===== src/rtl/dual_demux_steer_pkg.sv =====
// Shared definitions for the dual-rail one-into-two steering block:
// codeword constants, the handshake state enum and a route helper.
package dual_demux_steer_pkg;

  // Dual-rail codewords
  localparam logic [1:0] DR_NULL    = 2'b00;
  localparam logic [1:0] DR_DATA0   = 2'b01;
  localparam logic [1:0] DR_DATA1   = 2'b10;
  localparam logic [1:0] DR_ILLEGAL = 2'b11;

  // Four-phase handshake position of the token in flight
  typedef enum logic [1:0] {
    WAIT_DATA = 2'd0,
    OUT_DATA  = 2'd1,
    WAIT_NULL = 2'd2,
    OUT_NULL  = 2'd3
  } steerState_t;

  // A valid select codeword routes to B when its high rail is set
  function automatic logic routeToB(input logic [1:0] selCode);
    return selCode == DR_DATA1;
  endfunction

endpackage


===== src/rtl/dual_demux_steer_valid.sv =====
// Classifies one dual-rail codeword as NULL, single-rail DATA or illegal.
module dr_valid
  import dual_demux_steer_pkg::*;
(
  input  logic [1:0] code,
  output logic       isNull,
  output logic       isData,
  output logic       isIllegal
);

  // Pure decode; exactly one of the three flags is high
  always_comb begin
    isNull    = (code == DR_NULL);
    isData    = (code == DR_DATA0) || (code == DR_DATA1);
    isIllegal = (code == DR_ILLEGAL);
  end

endmodule


===== src/rtl/dual_demux_steer.sv =====
// Split-side counterpart of the two-into-one arbiter: one four-phase
// return-to-NULL input flow is steered token-by-token to consumer A or B.
// All outputs are registered; the unselected output always stays NULL.
module dual_demux_steer
  import dual_demux_steer_pkg::*;
#(
  parameter int CNT_W = 8
) (
  input  logic             clk,
  input  logic             init,
  input  logic [1:0]       dualIn,
  output logic             dualInCOMP,
  input  logic [1:0]       sel,
  output logic [1:0]       dualA,
  input  logic             dualACOMP,
  output logic [1:0]       dualB,
  input  logic             dualBCOMP,
  output logic [CNT_W-1:0] cntA,
  output logic [CNT_W-1:0] cntB,
  output logic             err
);

  logic inNull, inData, inIllegal;
  logic selNull, selData, selIllegal;

  dr_valid uInValid (
    .code      (dualIn),
    .isNull    (inNull),
    .isData    (inData),
    .isIllegal (inIllegal)
  );

  dr_valid uSelValid (
    .code      (sel),
    .isNull    (selNull),
    .isData    (selData),
    .isIllegal (selIllegal)
  );

  steerState_t      state, stateNxt;
  logic [1:0]       dataLat, dataLatNxt;
  logic             chanB, chanBNxt;
  logic [1:0]       dualANxt, dualBNxt;
  logic             compNxt;
  logic [CNT_W-1:0] cntANxt, cntBNxt;
  logic             errNxt;
  logic             selComp;

  // Only the completion of the channel carrying the current token matters
  assign selComp = chanB ? dualBCOMP : dualACOMP;

  // Next-state and next-output decode; everything holds unless a step fires
  always_comb begin
    stateNxt   = state;
    dataLatNxt = dataLat;
    chanBNxt   = chanB;
    dualANxt   = dualA;
    dualBNxt   = dualB;
    compNxt    = dualInCOMP;
    cntANxt    = cntA;
    cntBNxt    = cntB;
    errNxt     = err;
    unique case (state)
      WAIT_DATA: begin
        if (inIllegal || selIllegal) begin
          errNxt = 1'b1;
        end else if (inData && selData) begin
          dataLatNxt = dualIn;
          chanBNxt   = routeToB(sel);
          dualANxt   = routeToB(sel) ? DR_NULL : dualIn;
          dualBNxt   = routeToB(sel) ? dualIn : DR_NULL;
          stateNxt   = OUT_DATA;
        end
      end
      OUT_DATA: begin
        dualANxt = chanB ? DR_NULL : dataLat;
        dualBNxt = chanB ? dataLat : DR_NULL;
        if (selComp) begin
          compNxt  = 1'b1;
          stateNxt = WAIT_NULL;
        end
      end
      WAIT_NULL: begin
        dualANxt = chanB ? DR_NULL : dataLat;
        dualBNxt = chanB ? dataLat : DR_NULL;
        if (inNull && selNull) begin
          dualANxt = DR_NULL;
          dualBNxt = DR_NULL;
          stateNxt = OUT_NULL;
        end
      end
      OUT_NULL: begin
        if (!selComp) begin
          compNxt  = 1'b0;
          stateNxt = WAIT_DATA;
          if (chanB) cntBNxt = cntB + CNT_W'(1);
          else       cntANxt = cntA + CNT_W'(1);
        end
      end
      default: stateNxt = WAIT_DATA;
    endcase
  end

  // State and output registers; init abandons any token in flight
  always_ff @(posedge clk) begin
    if (init) begin
      state      <= WAIT_DATA;
      dataLat    <= DR_NULL;
      chanB      <= 1'b0;
      dualA      <= DR_NULL;
      dualB      <= DR_NULL;
      dualInCOMP <= 1'b0;
      cntA       <= '0;
      cntB       <= '0;
      err        <= 1'b0;
    end else begin
      state      <= stateNxt;
      dataLat    <= dataLatNxt;
      chanB      <= chanBNxt;
      dualA      <= dualANxt;
      dualB      <= dualBNxt;
      dualInCOMP <= compNxt;
      cntA       <= cntANxt;
      cntB       <= cntBNxt;
      err        <= errNxt;
    end
  end

endmodule


===== config.mk =====
export PLATFORM = sky130hd
export DESIGN_NAME = dual_demux_steer
export DESIGN_NICKNAME = d
export VERILOG_FILES = /design/src/rtl/dual_demux_steer_pkg.sv /design/src/rtl/dual_demux_steer_valid.sv /design/src/rtl/dual_demux_steer.sv
export SDC_FILE = /design/constraint.sdc
export NUM_CORES = 1
export LEC_CHECK = 0
export ABC_AREA = 1
export CAP_MARGIN = 20
export CORE_ASPECT_RATIO = 1.75
export CORE_MARGIN = 1
export CORE_UTILIZATION = 50
export CTS_CLUSTER_SIZE = 12
export DETAILED_ROUTE_END_ITERATION = 8
export PLACE_DENSITY = 0.87
export SETUP_SLACK_MARGIN = 0.1
export SKIP_CTS_REPAIR_TIMING = 1
export SYNTH_ARGS = -nofsm -noshare
export SYNTH_HDL_FRONTEND = slang
export SYNTH_HIERARCHICAL = 1
export SYNTH_SLANG_ARGS = --single-unit
export TNS_END_PERCENT = 10

===== constraint.sdc =====
create_clock -name clk -period 1.5 [get_ports clk]
set_input_delay 0.3 -clock clk [delete_from_list [all_inputs] [get_ports clk]]
set_output_delay 0.3 -clock clk [all_outputs]
set_load 0.01 [all_outputs]

==> summary.txt <==
Critical path
  – Buf/Inv on CP: 1
  – Worst path cell trace: clkdlybuf4s50_1
  – Crit end category: primary output
  – Setup Crit Path Kind: flip-flop to primary output
  – CP Launch Type: flip-flop
  – Worst path slowest cell: clkdlybuf4s50_1
  – Crit path largest cell delay: 0.54 ns
  – CP top delay family: buffers and inverters
  – Worst Path Required: 1.20 ns
  – Worst EP arrival: 1.18 ns
  – Crit-path max FO: 5

Layout
  – Layout net count: ~260
  – Layout cells sized above 1: 0.1934
  – Antenna diode count: 0
  – Post-route cell area: 2002 um2
  – Area grow syn2layout: 35.36%
  – Fill cells: 219

Timing
  – Max-slew headroom: 0.7686
  – Final Hold Viols: 0
  – Unrepaired setup endpoints after global routing: yes
  – Worst slew pin tran: 0.3467 ns
  – Final setup viols: 0
  – Fin crit share: 0.9834
  – Period minus WS final: about 1.5 ns
  – Pins over their slew limit: 0
  – Setup TNS: 0 ns
  – Max Clock Skew: 0.003672 ns
  – Max frequency: 677.9 MHz

Global routing
  – Overflow after GRT: 0
  – Global-route wire length before repair: 4988 um
  – Antenna violations before repair: 0
  – Tot GR Track Use: 0.1964
  – Largest net degree at the start of global routing: 21
  – Vias in the first global route: 1,278

CTS
  – Worst-case clock buffer depth: 2
  – Number of CTS-inserted buffers: 3
  – H-tree levels: 1
  – Clk sink count: 27
  – CTS clk-pin slew, worst paths: approximately 0.090 ns
  – Clk_lat worst skew: around 0.27 ns
  – Root buffer cell: clkbuf_8
  – CTS tree: done

Power
  – Maximum vdd drop: 882.4 uV
  – Power per cell area: 1147 nW/um2
  – Design Power: about 2.3 mW
  – Pleak: 1.278 nW

Placement
  – Gpl congestion: ~0.82
  – Detail Placement HPWL: approximately 2200 um
  – I/O Buffers: 29
  – Placement Cell Area: roughly 1800 um2

Floorplanning
  – Io pins: 30
  – Initial Util: 0.5373
  – Die H: 73.95 um
  – Die area: around 3200 um2
  – # rows: 25
  – CORE AREA: roughly 2800 um2
  – DIE WIDTH: 43.11 um

Logic synthesis
  – Synth top area cells: dfxtp_1 (37%), nand2_1 (9.6%), ha_1 (8.5%)
  – YS warnings: 6
  – Synthesized flop and latch total: 27
  – Mapped Avg Cell Area: about 7.1 um2
  – Syn Nets: 226
  – Mapped cell area: 1479 um2
  – Post-synth EDFFs: 0
  – Area leader, netlist: dfxtp_1
  – Yosys cell types: 22
  – Top cells by count, synth: nand2_1 (38), inv_1 (33), nor2_1 (32)
  – Post-synthesis instance total: 208
  – Most frequent cell after synthesis: nand2_1
  – Post-synthesis sequential area ratio: 0.3655
  – Synth top area share: 0.3655
  – Ys async rst share: 0
  – Top FF cell, synth: dfxtp_1

Drt
  – Drt pass-1 iters: 5
  – DRC errors left: 0
  – DRT Wirelength: 3169 um
  – DR vias: 1,417
  – Drt wl/cell: about 12 um
  – 1st-iter DRT viols: 45
  – DR vias/cell: 5.248
  – Antenna violation net count after detailed routing: 0

Run status
  – Status: finished, final reports clean

Job
  – # Max-Cap Violations: 0

Min path
  – Hold crit path type: flip-flop to flip-flop
power by group:
| part | total (mW) | switching [mW] | internal, mW | leakage [nW] |
|---|---|---|---|---|
| registers | 0.916 | 0.0870 | 0.829 | 0.226 |
| logic | 0.970 | 0.555 | 0.415 | 1.03 |
| clock network | 0.411 | 0.224 | 0.186 | 0.0255 |
| total | 2.30 | 0.867 | 1.43 | 1.28 |
worst paths after layout:
| path | start | end | slack [ns] | depth (start not counted) |
|---|---|---|---|---|
| worst min register to register | err$_SDFFE_PP0P_ | err$_SDFFE_PP0P_ | 0.45 | 2 |
| worst max register to register | state[0]$_SDFFE_PP0P_ | dualB[0]$_SDFFE_PP0P_ | 0.16 | 8 |
| worst min-delay path | err$_SDFFE_PP0P_ | err$_SDFFE_PP0P_ | 0.45 | 2 |
| worst max-delay path | cntA[5]$_SDFFE_PP0P_ | cntA[5] | 0.02 | 1 |
state kept, by name, indices dropped and copies added, names as in the netlist:
name and count:
chanB 1, cntA 8, cntB 8, dataLat 2, dualA 2, dualB 2, dualInCOMP 1, err 1
state 2
final cells by class:
| type | instances | area [um2] | area share |
|---|---|---|---|
| Multi-Input combinational cell | 144 | 838.3 | 0.4187 |
| Timing Repair Buffer | 34 | 390.4 | 0.1950 |
| Sequential cell | 27 | 561.8 | 0.2806 |
| Tap cell | 27 | 33.78 | 0.01688 |
| Clock inverter | 1 | 5.005 | 0.002500 |
| Clock buffer | 3 | 41.29 | 0.02063 |
| Inverter | 34 | 131.4 | 0.06563 |
kinds of logic after synthesis:
group | count (synthesis) | share of synthesized area
xor+xnor | 2 | 0.01185
buf+inv | 37 | 0.09729
flops | 27 | 0.3655
simple gates | 102 | 0.3342
compound gates | 30 | 0.1066
fa+ha+maj | 10 | 0.08460
stage by stage:
stage	hold slack, ns	setup WS [ns]	util	instances
finish	0.4517	0.02495	0.7273	270
global route	0.4922	-0.007419	0.7273	270
CTS	0.4567	-0.08256	0.6768	269
detailed placement	0.4432	-0.3645	0.6600	265
global placement	0.4422	-0.3272	0.6600	265
floorplan	0.4374	0.2361	-	208
per-layer routing:
metal  up-vias  track usage  wire length, um
met1       640       0.2064             1218
met3        13      0.02184              109
li1        723            -                -
met2        41       0.3964             1760
met4         0      0.05051               80
met5         -            0                0
layout by cell type (no fill, tap or decap), types with 2 or more instances in the layout:
cell              n
o21ai_1           3
clkbuf_8          3
ha_1              8
o21a_1            2
inv_1            30
xor2_1            2
o21ai_0          10
dfxtp_2          11
ha_4              2
nor3_4            2
nor2_4            3
nand2_1          35
nor2_1           31
a21oi_1          13
nand3_1          16
nand2_2           8
dfxtp_4           2
dlymetal6s2s_1   25
dfxtp_1          14
buf_4             5
clkdlybuf4s50_1   4
nand3_2           3
inv_2             3
No activity file was read; power rests on OpenSTA's default activity.
